===== config.mk =====
export PLATFORM = sky130hd
export DESIGN_NAME = mac_kern_multi
export DESIGN_NICKNAME = d
export VERILOG_FILES = /design/src/rtl/mac_kern_pkg.sv /design/src/rtl/dot_prod_n.sv /design/src/rtl/mac_kern_multi.sv
export SDC_FILE = /design/constraint.sdc
export NUM_CORES = 2
export LEC_CHECK = 0
export BUFFER_PORTS_ARGS = -buffer_cell sky130_fd_sc_hd__buf_2
export CELL_PAD_IN_SITES_DETAIL_PLACEMENT = 0
export CELL_PAD_IN_SITES_GLOBAL_PLACEMENT = 1
export CORE_UTILIZATION = 40
export DETAILED_ROUTE_END_ITERATION = 10
export GPL_TIMING_DRIVEN = 1
export PLACE_DENSITY_LB_ADDON = 0.3
export SLEW_MARGIN = 20
export SYNTH_ARGS = -nofsm -noshare
export SYNTH_HDL_FRONTEND = slang
export SYNTH_SLANG_ARGS = --single-unit

===== constraint.sdc =====
create_clock -name clk -period 7.2 [get_ports clk]
set_input_delay 1.08 -clock clk [delete_from_list [all_inputs] [get_ports clk]]
set_output_delay 1.08 -clock clk [all_outputs]
set_load 0.05 [all_outputs]

===== src/rtl/mac_kern_pkg.sv =====
// rtl/mac_kern_pkg.sv - shared defaults, width helpers and pipeline sideband type for mac_kern_multi
package mac_kern_pkg;

  localparam int WI_DEF       = 8;
  localparam int N_DEF        = 16;
  localparam int MAX_TAPS_DEF = 25;

  localparam int TAPS_1X1 = 1;
  localparam int TAPS_3X3 = 9;
  localparam int TAPS_5X5 = 25;

  function automatic int dp_width(input int wi, input int n);
    return 2 * wi + $clog2(n);
  endfunction

  function automatic int out_width(input int wi, input int n, input int max_taps);
    return dp_width(wi, n) + $clog2(max_taps);
  endfunction

  typedef struct packed {
    logic vld;
    logic first;
    logic last;
  } sband_t;

endpackage


===== src/rtl/dot_prod_n.sv =====
// rtl/dot_prod_n.sv - N-lane signed multiply and registered adder tree, latency WN+1 enabled cycles
module dot_prod_n
  import mac_kern_pkg::*;
#(
  parameter int WI = WI_DEF,
  parameter int N  = N_DEF,
  parameter int WN = $clog2(N),
  parameter int WP = 2 * WI + WN
) (
  input  logic                 clk,
  input  logic                 rstn,
  input  logic                 en_i,
  input  logic [N*WI-1:0]      w_i,
  input  logic [N*WI-1:0]      d_i,
  input  sband_t               sb_i,
  output logic signed [WP-1:0] dp_o,
  output sband_t               sb_o,
  output logic                 busy_o
);

  localparam int NP = 1 << WN;

  logic signed [2*WI-1:0] wx [N];
  logic signed [2*WI-1:0] dx [N];
  logic signed [2*WI-1:0] prod_q [NP];
  sband_t                 sb_q [WN+1];

  always_comb begin
    for (int k = 0; k < N; k++) begin
      wx[k] = (2*WI)'($signed(w_i[k*WI +: WI]));
      dx[k] = (2*WI)'($signed(d_i[k*WI +: WI]));
    end
  end

  // Padding lanes up to a power of two stay zero so the tree is always balanced.
  always_ff @(posedge clk or negedge rstn) begin
    if (!rstn) begin
      for (int k = 0; k < NP; k++) prod_q[k] <= '0;
      for (int l = 0; l <= WN; l++) sb_q[l] <= '0;
    end else if (en_i) begin
      for (int k = 0; k < N; k++) prod_q[k] <= wx[k] * dx[k];
      for (int k = N; k < NP; k++) prod_q[k] <= '0;
      sb_q[0] <= sb_i;
      for (int l = 1; l <= WN; l++) sb_q[l] <= sb_q[l-1];
    end
  end

  for (genvar l = 1; l <= WN; l++) begin : g_lvl
    for (genvar k = 0; k < (NP >> l); k++) begin : g_node
      logic signed [2*WI+l-1:0] s_q;
      logic signed [2*WI+l-2:0] a;
      logic signed [2*WI+l-2:0] b;
      if (l == 1) begin : g_leaf
        assign a = prod_q[2*k];
        assign b = prod_q[2*k+1];
      end else begin : g_inner
        assign a = g_lvl[l-1].g_node[2*k].s_q;
        assign b = g_lvl[l-1].g_node[2*k+1].s_q;
      end
      always_ff @(posedge clk or negedge rstn) begin
        if (!rstn) s_q <= '0;
        else if (en_i) s_q <= (2*WI+l)'(a) + (2*WI+l)'(b);
      end
    end
  end

  assign dp_o = g_lvl[WN].g_node[0].s_q;
  assign sb_o = sb_q[WN];

  always_comb begin
    busy_o = 1'b0;
    for (int l = 0; l <= WN; l++) busy_o = busy_o | sb_q[l].vld;
  end

endmodule


===== src/rtl/mac_kern_multi.sv =====
// rtl/mac_kern_multi.sv - runtime-configurable tap accumulator over an N-lane dot product
// Optional: define MAC_KERN_MULTI_RELU_EN to clamp negative group sums to zero on output.
module mac_kern_multi
  import mac_kern_pkg::*;
#(
  parameter int WI       = WI_DEF,
  parameter int N        = N_DEF,
  parameter int MAX_TAPS = MAX_TAPS_DEF,
  parameter int WN       = $clog2(N),
  parameter int WT       = $clog2(MAX_TAPS + 1),
  parameter int WP       = dp_width(WI, N),
  parameter int WO       = out_width(WI, N, MAX_TAPS)
) (
  input  logic                 clk,
  input  logic                 rstn,
  input  logic [WT-1:0]        cfg_taps,
  input  logic                 vld_i,
  output logic                 rdy_o,
  input  logic [N*WI-1:0]      win,
  input  logic [N*WI-1:0]      din,
  output logic signed [WO-1:0] acc_o,
  output logic                 vld_o,
  input  logic                 rdy_i,
  output logic                 busy_o
);

  logic                 stall, en, take;
  logic [WT-1:0]        in_cnt_q, in_cnt_d, taps_q, taps_d, taps_live, taps_cur;
  logic                 beat_first, beat_last;
  sband_t               sb_in, sb_dp;
  logic signed [WP-1:0] dp;
  logic                 pipe_busy;
  logic signed [WO-1:0] dp_ext, sum, result;
  logic signed [WO-1:0] psum_q, psum_d, acc_q, acc_d;
  logic                 vld_q, vld_d;

  // Input side: the first beat of a group sees the live tap count, later beats the latched one.
  always_comb begin
    stall      = vld_q & ~rdy_i;
    en         = ~stall;
    take       = vld_i & en;
    taps_live  = (cfg_taps == '0) ? WT'(TAPS_1X1) : cfg_taps;
    beat_first = (in_cnt_q == '0);
    taps_cur   = beat_first ? taps_live : taps_q;
    beat_last  = (in_cnt_q == taps_cur - WT'(1));
    in_cnt_d   = in_cnt_q;
    taps_d     = taps_q;
    if (take) begin
      if (beat_first) taps_d = taps_live;
      in_cnt_d = beat_last ? '0 : in_cnt_q + WT'(1);
    end
    sb_in.vld   = take;
    sb_in.first = take & beat_first;
    sb_in.last  = take & beat_last;
  end

  dot_prod_n #(
    .WI (WI),
    .N  (N),
    .WN (WN),
    .WP (WP)
  ) u_dot (
    .clk    (clk),
    .rstn   (rstn),
    .en_i   (en),
    .w_i    (win),
    .d_i    (din),
    .sb_i   (sb_in),
    .dp_o   (dp),
    .sb_o   (sb_dp),
    .busy_o (pipe_busy)
  );

  always_comb begin
    dp_ext = WO'(dp);
    sum    = sb_dp.first ? dp_ext : psum_q + dp_ext;
`ifdef MAC_KERN_MULTI_RELU_EN
    result = sum[WO-1] ? '0 : sum;
`else
    result = sum;
`endif
    psum_d = psum_q;
    acc_d  = acc_q;
    vld_d  = vld_q;
    if (vld_q & rdy_i) vld_d = 1'b0;
    if (en & sb_dp.vld) begin
      psum_d = sum;
      if (sb_dp.last) begin
        acc_d = result;
        vld_d = 1'b1;
      end
    end
  end

  always_ff @(posedge clk or negedge rstn) begin
    if (!rstn) begin
      in_cnt_q <= '0;
      taps_q   <= WT'(TAPS_1X1);
      psum_q   <= '0;
      acc_q    <= '0;
      vld_q    <= 1'b0;
    end else begin
      in_cnt_q <= in_cnt_d;
      taps_q   <= taps_d;
      psum_q   <= psum_d;
      acc_q    <= acc_d;
      vld_q    <= vld_d;
    end
  end

  assign rdy_o  = ~stall;
  assign acc_o  = acc_q;
  assign vld_o  = vld_q;
  assign busy_o = (in_cnt_q != '0) | pipe_busy | vld_q;

endmodule


==> summary.md <==
| Metric | Value |
|---|---|
| Die W | `429 um` |
| CP Launch Type | `input port` |
| Max-cap violation count | `0` |
| Vias in the first global route | `54500` |
| Fin crit share | `68.0%` |
| Clock skew | `0.0256 ns` |
| Average size of a mapped cell | `8.91 um^2` |
| DRC | `0` |
| Pre-CTS WS | `1.62 ns` |
| Power, Total | `34800 uW` |
| Kind of cell adding the most delay to the critical path | `adder cells` |
| Hold_buf cts | `0` |
| Clock-pin slew on the worst setup and hold paths | `0.06 ns` |
| CP Max Fanout | `8` |
| Ys flop type | `dfrtp_1` |
| Relative slew slack | `28.3%` |
| GRT Util Overall | `18.6%` |
| Height of the die | `429 um` |
| GPL Wtd Cong | `0.847` |
| Synth async-reset ratio | `100%` |
| Vias per std cell | `4.94` |
| H-tree lvl count | `3` |
| CP max stage cell | `fa_1` |
| Register area share after synthesis | `20.5%` |
| Final Max Slew Viols | `0` |
| Number of synthesis warnings | `0` |
| Status | `finished clean` |
| Tmin final | `4.90 ns` |
| Min-Delay Path Class | `input port to async pin` |
| Critical path class | `input port to flip-flop` |
| Core area | `181000 um^2` |
| CTS resizes | `0` |
| FMAX | `0.204 GHz` |
| Area grow syn2layout | `9.14%` |
| Nets | `10300` |
| Synthesized net count | `10100` |
| Routed WL | `167 mm` |
| First drt pass iteration count | `6` |
| Vias | `53500` |
| Hold Fails Final Rpt | `0` |
| Slew @ Worst Pin | `1.08 ns` |
| Post-CTS setup buffers | `0` |
| # IOs | `293` |
| WL/cell | `15.4 um` |
| Number of antenna violations at the first check in global routing | `12` |
| CTS tree | `yes` |
| Drt initial violations | `2542` |
| Starting density of the core | `40.3%` |
| Pwr Density | `438 nW/um^2` |
| Gate Count Post-Synth | `8177` |
| RSZ-0062 raised after global routing | `no` |
| Setup_tns | `0 ns` |
| Synthesis-stage register bit count | `598` |
| CTS max path bufs | `3` |
| Clock sink total | `598` |
| Crit path cell chain | `buf_2 > and2_1 > fa_1 > inv_1 > fa_1 > inv_1 > fa_1 > inv_1 > fa_1 > inv_1 > ha_1 > o21ai_0 > a21boi_0 > o21ai_0 > a21boi_0 > o21ai_0 > a21boi_0 > or3_1 > nand3_1` |
| Count of cell types in the netlist | `73` |
| PortBufs | `292` |
| Die ar. | `184000 um^2` |
| Commonest non-fill, non-tap cell in the layout | `inv_1` |
| Number of CTS-inserted buffers | `73` |
| Post-Syn Area | `72800 um^2` |
| Critical Path RT | `7.71 ns` |
| Gr ovfl total | `0` |
| Commonest non-fill, non-tap cells in the layout | `inv_1, fa_1, nand2_1` |
| Largest net degree at the start of global routing | `171` |
| Root Driver | `clkbuf_16` |
| Post-layout worst setup margin | `2.30 ns` |
| Endpoints failing setup | `0` |
| CP peak stage delay | `0.53 ns` |
| Later-pin clock latency in the skew report | `0.64 ns` |
| CP arrival | `5.41 ns` |
| Global-route wire length before repair | `283 mm` |
| Post-route antenna net violation count | `0` |
| Share of layout cells above drive strength 1 | `5.81%` |
| Static Leak | `0.0396 uW` |
| HPWL after DPL | `136 mm` |
| Post-synth EDFFs | `0` |
| CP endpoint kind | `flip-flop` |
| # rows | `156` |
| CP bufs+invs | `5` |
| Max IR drop VDD | `233 uV` |
==> cell usage after synthesis, drive strengths merged (5+ instances only) <==
library cell     n  share of area [%]
mux2i           19               0.26
a2111o           6              0.093
mux2            35               0.55
or3             59               0.51
nor4b            8               0.12
a221oi           6              0.072
nor3            78               0.54
nand3b          19               0.20
nand2b          66               0.57
a21o            82               0.85
o21a            51               0.53
o41ai           15               0.18
o21bai          25               0.26
o211ai          20               0.21
xnor2          263                3.2
o31ai           94               0.97
a21oi          466                3.2
nor2           472                2.4
nor2b          129                1.1
inv           1508                7.8
buf             18               0.12
ha             742                 13
nor3b           22               0.23
nor4            15               0.13
a211o            7              0.084
a21boi          56               0.58
o2111ai         25               0.30
a31oi           40               0.34
a211oi          34               0.35
clkbuf         135               0.70
and3            60               0.52
xor2           122                1.5
nand3           79               0.54
and2           671                5.8
dfrtp          597                 21
nand2          833                4.3
o21ai          320                2.2
o31a             7              0.084
nand4           15               0.13
fa             896                 25
or2             12               0.10
a22oi            5              0.052
==> routing by layer <==
metal  vias up  GRT usage, %  part of all wire (%)
met4        12          3.27                   1.3
met5         -             0                 0.041
met2       688          28.1                    43
met1     26200          28.7                    52
li1      26500             -                     -
met3       132          2.06                   3.6
==> flip-flops by register name (all words and copies together) (netlist names) <==
register and count:
u_dot.g_lvl.g_node.b 128, u_dot.g_lvl.g_node.a 128, psum_q 25, acc_o 25, vld_o 1, u_dot.sb_q 12, u_dot.dp_o 20, taps_q 5
u_dot.sb_o 3, u_dot.g_lvl.g_node.s_q 246, in_cnt_q 5
==> final cells by class <==
type | instances | area (um^2)
fillers | 17900 | 101000
multi-input cells | 5918 | 51600
flip-flops and latches | 598 | 15000
inverters | 1508 | 5670
well taps | 2370 | 2970
clock buffers | 98 | 2040
repair buffers | 308 | 1730
clock inverters | 33 | 489
diodes | 3 | 7.51
==> cells by family (layout without fill, tap and decap cells) <==
group	count (synthesis)	after routing	share of synthesized area [%]
and+or+nand+nor	2550	2550	17.3
buffers and inverters	1661	1947	8.58
adders and majority gates	1638	1638	37.4
AOI/OAI and AO/OA	1291	1291	10.7
DFF	598	598	20.5
xor gates and xnor gates	385	385	4.63
muxes	54	54	0.807
other	0	3	0
==> per-stage QoR <==
stage                     hold WS, ns  util [%]  std cells  instance area, um^2
after floorplan                 0.439         -       8177                72800
after global placement          0.454      42.6      10700                77000
after detailed placement        0.460      42.6      10700                77000
after CTS                       0.349      44.0      10800                79500
after global routing            0.398      44.0      10800                79500
final                           0.374      44.0      10800                79500
==> worst paths after layout <==
kind	to	cells past startpoint	slack (ns)	start
min in group clk	u_dot.sb_q[3]	2	0.47	u_dot.sb_q[3]
hold / removal	taps_q[1]	1	0.37	rstn
setup / recovery	u_dot.g_lvl[1].g_node[5].b[14]	19	2.30	din[88]
setup reg to reg	in_cnt_q[0]	11	3.91	in_cnt_q[0]
max in group asynchronous	u_dot.dp_o[9]	2	5.39	rstn
hold reg to reg	u_dot.sb_q[3]	2	0.47	u_dot.sb_q[3]
==> power breakdown <==
part           internal (uW)  total (uW)  switching, uW
Sequential              5280        6710           1430
Combinational          10800       24200          13400
Clock                   2390        3910           1520
Total                  18500       34800          16400
==> worst reg2reg max path, cell delays in order, from the launching register on <==
cell and delay, ns:
dfrtp_1 0.42, inv_1 0.11, ha_1 0.18, nor4b_4 0.57
mux2i_1 0.37, ha_1 0.27, nand3b_1 0.10, o211a_1 0.15
o31a_1 0.28, nor3_2 0.37, nor2_2 0.09, mux2_4 0.27
No activity file was read; power rests on OpenSTA's default activity.
